### src/rtl/rr_mux_n.sv
// rr_mux_n: N-channel, W-bit round-robin multiplexer with valid/ready
// handshakes on every input and a registered output slot.
// Optional burst lock (in_last port plus lock FSM) is built only when the
// macro RR_MUX_LAST_EN is defined; otherwise every beat re-arbitrates.
//
// Lock FSM (RR_MUX_LAST_EN only):
//   state    | meaning
//   UNLOCKED | normal round-robin arbitration
//   LOCKED   | burst in progress; only lock_ch may be granted
module rr_mux_n #(
  parameter int N  = 4,
  parameter int W  = 8,
  parameter int SW = $clog2(N)
) (
  input  logic           clk,
  input  logic           rst_n,
  input  logic [N*W-1:0] in_data,
  input  logic [N-1:0]   in_valid,
  output logic [N-1:0]   in_ready,
`ifdef RR_MUX_LAST_EN
  input  logic [N-1:0]   in_last,
`endif
  output logic [W-1:0]   out_data,
  output logic [SW-1:0]  out_sel,
  output logic           out_valid,
  input  logic           out_ready
);

  logic [SW-1:0] ptr;
  logic          load;
  logic [SW-1:0] scan_grant;
  logic          scan_vld;
  logic [SW-1:0] grant;
  logic          grant_vld;
  logic          xfer;
  logic [W-1:0]  grant_data;

  // The output slot may take a new beat when empty or being drained this cycle.
  assign load = !out_valid || out_ready;
  assign xfer = load && grant_vld;

  // Rotating priority scan starting just after the last granted channel.
  // Index is wrapped by subtraction so non-power-of-two N never yields >= N.
  always_comb begin
    scan_grant = '0;
    scan_vld   = 1'b0;
    for (int k = 1; k <= N; k++) begin
      int idx;
      idx = int'(ptr) + k;
      if (idx >= N) idx = idx - N;
      if (!scan_vld && in_valid[idx]) begin
        scan_vld   = 1'b1;
        scan_grant = SW'(idx);
      end
    end
  end

`ifdef RR_MUX_LAST_EN
  typedef enum logic {UNLOCKED = 1'b0, LOCKED = 1'b1} lock_e;

  lock_e         lock_q, lock_d;
  logic [SW-1:0] lock_ch, lock_ch_d;

  // While locked the burst owner is the only candidate, even if it is idle.
  always_comb begin
    grant     = scan_grant;
    grant_vld = scan_vld;
    if (lock_q == LOCKED) begin
      grant     = lock_ch;
      grant_vld = in_valid[lock_ch];
    end
  end

  // Lock state register.
  always_ff @(posedge clk or negedge rst_n) begin
    if (!rst_n) begin
      lock_q  <= UNLOCKED;
      lock_ch <= '0;
    end else begin
      lock_q  <= lock_d;
      lock_ch <= lock_ch_d;
    end
  end

  // Lock next-state: a non-last beat opens a burst, a last beat closes it.
  always_comb begin
    lock_d    = lock_q;
    lock_ch_d = lock_ch;
    case (lock_q)
      UNLOCKED: begin
        if (xfer && !in_last[grant]) begin
          lock_d    = LOCKED;
          lock_ch_d = grant;
        end
      end
      LOCKED: begin
        if (xfer && in_last[grant]) lock_d = UNLOCKED;
      end
      default: lock_d = UNLOCKED;
    endcase
  end
`else
  // Without burst support the scan result is the grant.
  always_comb begin
    grant     = scan_grant;
    grant_vld = scan_vld;
  end
`endif

  // Ready only for the granted channel, and only when the slot can load.
  always_comb begin
    in_ready = '0;
    if (xfer) in_ready[grant] = 1'b1;
  end

  // Data mux for the granted channel.
  always_comb begin
    grant_data = '0;
    for (int i = 0; i < N; i++) begin
      if (int'(grant) == i) grant_data = in_data[i*W +: W];
    end
  end

  // Output slot and pointer; data/sel hold when the slot empties.
  always_ff @(posedge clk or negedge rst_n) begin
    if (!rst_n) begin
      out_valid <= 1'b0;
      out_data  <= '0;
      out_sel   <= '0;
      ptr       <= SW'(N - 1);
    end else if (load) begin
      out_valid <= grant_vld;
      if (grant_vld) begin
        out_data <= grant_data;
        out_sel  <= grant;
        ptr      <= grant;
      end
    end
  end

endmodule

### config.mk
export PLATFORM = sky130hd
export DESIGN_NAME = rr_mux_n
export DESIGN_NICKNAME = d
export VERILOG_FILES = /design/src/rtl/rr_mux_n.sv
export SDC_FILE = /design/constraint.sdc
export NUM_CORES = 1
export LEC_CHECK = 0
export ABC_AREA = 1
export CAP_MARGIN = 0
export CORE_MARGIN = 2
export CORE_UTILIZATION = 38
export CTS_CLUSTER_SIZE = 20
export DETAILED_ROUTE_END_ITERATION = 16
export GPL_TIMING_DRIVEN = 0
export PLACE_DENSITY = 0.85
export SETUP_SLACK_MARGIN = 0.05
export SLEW_MARGIN = 30
export SYNTH_ARGS = -nofsm -noshare
export SYNTH_HDL_FRONTEND = slang
export SYNTH_SLANG_ARGS = --single-unit
### constraint.sdc
create_clock -name clk -period 2.2 [get_ports clk]
set_input_delay 0.44 -clock clk [delete_from_list [all_inputs] [get_ports clk]]
set_output_delay 0.44 -clock clk [all_outputs]
set_load 0.1 [all_outputs]
==> results of run 1 <==
[final cells by class]
class | instances | area share (%)
well taps | 44 | 2.57
repair inverters | 1 | 0.409
multi-input cells | 141 | 39.0
repair buffers | 72 | 33.6
plain buffers | 5 | 3.33
flip-flops and latches | 13 | 15.3
clock buffers | 4 | 1.23
inverters | 21 | 4.56
[logic make-up (layout without fill, tap and decap cells)]
family / count (synthesis) / in the layout / synth area share (%)
DFF: 13 / 13 / 27.3
and+or+nand+nor: 128 / 128 / 54.4
buffers and inverters: 26 / 103 / 12.4
AOI/OAI and AO/OA: 13 / 13 / 5.94
[cell usage in the layout (no fill, tap or decap), types with 2 or more instances in the layout]
master / netlist / layout
nand2_1: 62 / 52
clkdlybuf4s50_1: 0 / 36
nor2_1: 20 / 18
buf_4: 0 / 18
nand2_4: 6 / 15
inv_1: 17 / 14
nand3_1: 15 / 13
nand2_2: 11 / 12
dlygate4sd2_1: 0 / 12
dfrtp_1: 11 / 11
nor2_4: 4 / 6
o21ai_1: 4 / 5
buf_8: 1 / 4
nand3_2: 2 / 4
buf_12: 0 / 4
inv_2: 2 / 3
nand4_1: 3 / 3
o21ai_0: 5 / 3
clkbuf_4: 0 / 3
a21oi_1: 2 / 2
inv_6: 0 / 2
o21ai_2: 1 / 2
dfstp_2: 2 / 2
[critical path, delay by kind of cell, from the launching register on]
family / cells / cell delay (ns)
buffers and inverters: 5 / 0.51
flip-flops: 1 / 0.58
AND/OR/NAND/NOR: 9 / 0.80
[routing by layer]
| metal | vias up | track usage (%) | routed length [um] |
|---|---|---|---|
| li1 | 715 | - | - |
| met1 | 633 | 26.4 | 1580 |
| met2 | 37 | 33.1 | 1800 |
| met3 | 4 | 1.30 | 100 |
| met4 | 0 | 6.67 | 38 |
| met5 | - | 0 | 0 |
[Yosys cell counts]
master / n / area share, %
nor2_4: 4 / 3.7
o21ai_1: 4 / 1.7
inv_8: 1 / 0.94
nand3b_1: 1 / 0.63
a21o_1: 1 / 0.63
nand3_1: 15 / 6.2
nor3_1: 1 / 0.42
o21ai_2: 1 / 0.73
nand2_1: 62 / 19
nand3b_2: 1 / 0.94
inv_1: 17 / 5.3
inv_2: 2 / 0.63
inv_4: 1 / 0.52
nor2_8: 1 / 1.7
buf_8: 1 / 1.2
nand2_4: 6 / 5.6
nor2_1: 20 / 6.2
nand2_2: 11 / 5.7
o21ai_0: 5 / 2.1
nand4_1: 3 / 1.6
dfrtp_1: 11 / 23
or2_0: 1 / 0.52
nand3_2: 2 / 1.7
buf_6: 4 / 3.7
dfstp_2: 2 / 4.4
a21oi_1: 2 / 0.83
[state kept, by name (all words and copies together), names as in the netlist]
register / cells
out_sel: 2
out_data: 8
ptr: 2
out_valid: 1
[metrics by stage]
stage	hold WS (ns)	TNS, ns
final	0.476	-1.66
after global routing	0.500	-2.35
after CTS	0.480	-1.67
after detailed placement	0.464	-6.16
after global placement	0.463	-5.95
after floorplan	0.144	-1.02
[repair_timing]
action / in CTS / in global routing
cloned: 1 / 1
setup buffers: 14 / 5
resized for setup: 57 / 14
pin swaps: 10 / 13
endpoints found under the setup margin: 15 / 13
hold endpoints to repair: 0 / 0
[path summary, 6_finish.rpt]
path / to / slack [ns] / cells past startpoint
worst max-delay path: in_ready[2] / -0.43 / 14
worst min-delay path: out_data[5] / 0.48 / 2
worst max register to register: out_data[7] / 0.08 / 16
worst min register to register: out_data[5] / 0.48 / 2
max in group asynchronous: ptr[1] / 1.32 / 1
min in group asynchronous: out_sel[1] / 0.52 / 1
==> out/metrics.csv, run 1 <==
stage,metric,value,unit
run_status,status,finished with violations,
run_status,failing checks,negative setup slack,
critical_path,Critical Path RT,1.76,ns
finish,antenna cells,0,
finish,Finished Cell Area,2140,sq um
sta,"Setup violations, final",4,
global_route,Overflow after GRT,0,
sta,Final Skew,0.00278,ns
finish,layout cell share with drive strength beyond 1,32.3,%
floorplan,# IOs,54,
place,hpwl dp,2.57,mm
floorplan,Initial Util,39.7,%
critical_path,cell mode on critical path,nand2_4,
place,Placed Instances,277,
synthesis,"Seq/Total Area, Yosys",27.3,%
cts,CTS buffer count,3,
critical_path,Startpoint Class,register,
cts,hold-fix buffers at CTS,0,
routing,Vias,1389,
synthesis,cell area after synthesis,1200,sq um
cts,clock latency on the worst-skew pair,0.28,ns
routing,WL final,3.52,mm
critical_path,"slowest stage delay, CP",0.58,ns
cts,root buf cell,clkbuf_4,
sta,max-slew violation count,0,
routing,routed vias/inst,4.61,
finish,Layout Cells excl Fill,301,
routing,post-route ant nets,0,
cts,clock tree buffer depth,2,
place,RePlAce Congestion,0.770,
synthesis,post-synth cell types,26,
finish,# nets final,297,
synthesis,Synthesized Nets,219,
cts,clock sink count,13,
critical_path,critical path's slowest cell,dfstp_2,
finish,FILL cells,218,
worst_hold_path,hold path start,out_data[5],
synthesis,Synth Instances,180,
cts,CTS tree,yes,
sta,Final Hold Fails,0,
critical_path,CP Launch Point,ptr[0],
routing,post-DR wirelength/cell,11.7,um
sta,Worst-Margin Slew,0.965,ns
cts,H-tree levels,1,
finish,Storage cell area,328,sq um
critical_path,WP data arrival,2.19,ns
synthesis,Yosys Warn Count,0,
sta,Fmax,381,MHz
global_route,Global Route Usage Sum,19.6,%
place,# port buffers,53,
global_route,initial antenna violation count,0,
critical_path,crit path cell chain,clkbuf_16 > inv_6 > nand2_4 > nand2_2 > nand2_2 > nand2_4 > nor2_8 > nand4_1 > nand2_4 > inv_6 > buf_8 > nand2_4 > nor2_4 > buf_12,
sta,Final WS setup,-0.426,ns
cts,Clock Pin Slew Worst Setup and Hold Paths,0.08,ns
finish,Area Growth Syn to Fin,78.1,%
finish,fin util,70.7,%
sta,Max-slew headroom,35.9,%
critical_path,CP Capture Type,primary output,
floorplan,die area,3630,sq um
routing,DR DRC count,0,
sta,final worst path period share,119,%
routing,First DRT Iteration DRCs,52,
synthesis,Syn Area/Cell,6.67,sq um
floorplan,Core Area,3030,sq um
critical_path,"Max FO, Critical Path",5,
place,pre-CTS WS,-1.48,ns
critical_path,critical path class,register to primary output,
routing,1st-pass router iterations,4,
synthesis,synthesized flop and latch total,13,
global_route,pin count of the biggest net entering global routing,14,
place,DP Area,1840,sq um
global_route,vias in the first global route,1231,
floorplan,# rows,20,
sta,RSZ-0062 raised after global routing,yes,
global_route,global-route wire length before repair,5.40,mm
sta,crit path time final,2.63,ns
critical_path,FF-to-FF Start,ptr[0],
worst_hold_path,worst min path class,register to register,
floorplan,die width,60.2,um
finish,area of the multi-input gates,835,sq um
floorplan,Die Y,60.2,um
job,max_cap viols,0,
Power of run 1 is left out: the tool's default activity adds up to more than one toggle a clock period on the data nets, which glitch-free logic cannot reach.
==> inputs of run 2 (changes only) <==
--- a/config.mk
+++ b/config.mk
@@ -8,11 +8,13 @@
 export ABC_AREA = 1
 export CAP_MARGIN = 0
 export CORE_MARGIN = 2
-export CORE_UTILIZATION = 38
+export CORE_UTILIZATION = 45
 export CTS_CLUSTER_SIZE = 20
 export DETAILED_ROUTE_END_ITERATION = 16
+export DONT_BUFFER_PORTS = 1
+export GPL_ROUTABILITY_DRIVEN = 0
 export GPL_TIMING_DRIVEN = 0
-export PLACE_DENSITY = 0.85
+export PLACE_DENSITY = 0.7
 export SETUP_SLACK_MARGIN = 0.05
 export SLEW_MARGIN = 30
 export SYNTH_ARGS = -nofsm -noshare
==> out/metrics.csv, run 2 (synthesized netlist as in run 1, its figures left out) <==
stage,metric,value,unit,change
finish,Area Growth Syn to Fin,50.6,%,was 78.1%
floorplan,# rows,18,,was 20
cts,CTS tree,yes,,unchanged
worst_hold_path,worst min path class,primary input to register,,was register to register
sta,Final WS setup,-0.741,ns,was -0.426 ns
routing,post-DR wirelength/cell,15.1,um,was 11.7 um
finish,area of the multi-input gates,911,sq um,was 835 sq um
global_route,vias in the first global route,1240,,was 1231
finish,"commonest non-fill, non-tap cells in the layout","nand2_1, buf_4, nand2_2",,"was nand2_1, clkdlybuf4s50_1, nor2_1, buf_4, nand2_4"
sta,Final Hold Fails,0,,unchanged
run_status,status,finished with violations,,unchanged
routing,Vias,1367,,was 1389
routing,post-route ant nets,0,,unchanged
floorplan,Die Y,55.7,um,was 60.2 um
critical_path,Critical Path RT,2.36,ns,was 1.76 ns
cts,H-tree levels,1,,unchanged
finish,Largest regs,"out_data: 8 flops, out_sel: 2 flops, ptr: 2 flops",,unchanged
sta,crit path time final,2.94,ns,was 2.63 ns
routing,First DRT Iteration DRCs,28,,was 52
cts,clock sink count,13,,unchanged
global_route,Global Route Usage Sum,21.9,%,was 19.6%
run_status,failing checks,negative setup slack,,unchanged
finish,Storage cell area,328,sq um,unchanged
critical_path,flop-to-flop setup slack,-0.74,ns,was 0.08 ns
floorplan,Core Area,2500,sq um,was 3030 sq um
critical_path,WP data arrival,3.10,ns,was 2.19 ns
cts,Clock Pin Slew Worst Setup and Hold Paths,0.08,ns,about the same
critical_path,Startpoint Class,register,,unchanged
global_route,global-route wire length before repair,5.59,mm,was 5.40 mm
sta,Worst-Margin Slew,1.01,ns,was 0.965 ns
place,DP Area,1300,sq um,was 1840 sq um
routing,routed vias/inst,5.38,,was 4.61
place,# port buffers,0,,was 53
critical_path,"Max FO, Critical Path",8,,was 5
global_route,Overflow after GRT,0,,unchanged
global_route,pin count of the biggest net entering global routing,12,,was 14
sta,final worst path period share,134,%,was 119%
cts,CTS buffer count,3,,unchanged
critical_path,critical path class,register to register,,was register to primary output
finish,layout cell share with drive strength beyond 1,51.3,%,was 32.3%
finish,FILL cells,179,,was 218
sta,Fin Setup TNS,-4.07,ns,was -1.66 ns
global_route,initial antenna violation count,0,,unchanged
floorplan,# IOs,54,,unchanged
cts,clock latency on the worst-skew pair,0.26,ns,was 0.28 ns
finish,antenna cells,0,,unchanged
floorplan,Initial Util,48.0,%,was 39.7%
sta,Fmax,340,MHz,was 381 MHz
finish,# nets final,264,,was 297
routing,DR DRC count,0,,unchanged
finish,Finished Cell Area,1810,sq um,was 2140 sq um
finish,most flop-heavy register,out_data,,unchanged
sta,"Setup violations, final",10,,was 4
floorplan,die area,3100,sq um,was 3630 sq um
place,hpwl dp,2.22,mm,was 2.57 mm
sta,RSZ-0062 raised after global routing,yes,,unchanged
finish,"most common cell after layout, fill and taps aside",nand2_1,,unchanged
job,max_cap viols,0,,unchanged
routing,1st-pass router iterations,4,,unchanged
sta,max-slew violation count,0,,unchanged
cts,root buf cell,clkbuf_4,,unchanged
sta,Final Skew,0.00117,ns,was 0.00278 ns
routing,WL final,3.83,mm,was 3.52 mm
critical_path,CP Capture Type,register,,was primary output
sta,Max-slew headroom,32.3,%,was 35.9%
finish,max reg flops,8,,unchanged
cts,clock tree buffer depth,2,,unchanged
floorplan,die width,55.7,um,was 60.2 um
run 2: cell count changes in the layout (fill, tap and decap cells not counted), sizes merged:
cell / previous run / this run
buf: 27 / 43
clkbuf: 5 / 4
clkdlybuf4s50: 36 / 0
clkinv: 0 / 1
dlygate4sd2: 12 / 0
dlygate4sd3: 0 / 2
dlymetal6s2s: 1 / 0
inv: 21 / 19
run 2: timing repair:
action,4_1_cts,5_1_grt
resized for setup,12,39
buffers inserted,26,12
setup endpoints to repair,4,12
hold endpoints to repair,11,2
hold buffers,1,1
pin swaps,11,8
gates cloned,0,0
run 2: final cells by class:
| type | count | area share, % |
|---|---|---|
| multi-input combinational | 141 | 50.3 |
| inverter | 21 | 5.67 |
| clock buffer | 4 | 1.45 |
| buffer | 5 | 4.22 |
| tap | 30 | 2.07 |
| timing repair buffer | 40 | 18.1 |
| sequential | 13 | 18.1 |
run 2: path summary, 6_finish.rpt:
check | depth (start not counted) | endpoint | start
max | 22 | out_data[4] | ptr[0]
max reg2reg | 22 | out_data[4] | ptr[0]
min | 4 | out_data[3] | in_data[27]
max in group asynchronous | 1 | out_data[7] | rst_n
min reg2reg | 2 | ptr[1] | ptr[1]
min in group asynchronous | 1 | out_data[5] | rst_n
run 2: through the flow:
step	util [%]	instances	hold slack (ns)	setup WS [ns]
after floorplan	-	180	0.144	-0.401
after global placement	51.9	210	0.145	-0.497
after detailed placement	51.9	210	0.145	-0.524
after CTS	62.6	241	0.00730	-0.668
after global routing	72.4	254	0.382	-0.847
final	72.4	254	0.378	-0.741
run 2: metal layers:
metal  wire [um]  up-vias  global-route usage (%)
li1            -      651                       -
met1        1510      614                    29.0
met2        1870       84                    35.9
met3         315       18                    3.26
met4         133        0                    8.01
met5           0        -                       0
run 2: worst max-delay path: stages (launching register included):
cell and delay [ns]:
dfstp_2 0.55, buf_12 0.14, inv_8 0.05, nand2_2 0.07, nand2_4 0.07, nand2_2 0.09, nand2_4 0.07, a21oi_2 0.14
nand2_2 0.10, buf_4 0.15, buf_4 0.13, buf_4 0.12, buf_4 0.13, buf_4 0.13, buf_4 0.13, buf_4 0.12
buf_4 0.12, buf_4 0.12, buf_4 0.12, nand4_1 0.10, nand2_1 0.06, inv_1 0.06, a21oi_1 0.06
Power of run 2 is left out for the same reason.
==> inputs of run 3 (changes only) <==
--- a/config.mk
+++ b/config.mk
@@ -9,6 +9,7 @@
 export CAP_MARGIN = 0
 export CORE_MARGIN = 2
 export CORE_UTILIZATION = 45
+export CTS_CLUSTER_DIAMETER = 50
 export CTS_CLUSTER_SIZE = 20
 export DETAILED_ROUTE_END_ITERATION = 16
 export DONT_BUFFER_PORTS = 1
==> results of run 3 <==
No change in the layout: final DEF, timing and power equal those of run 2.
Power of run 3 is left out for the same reason.
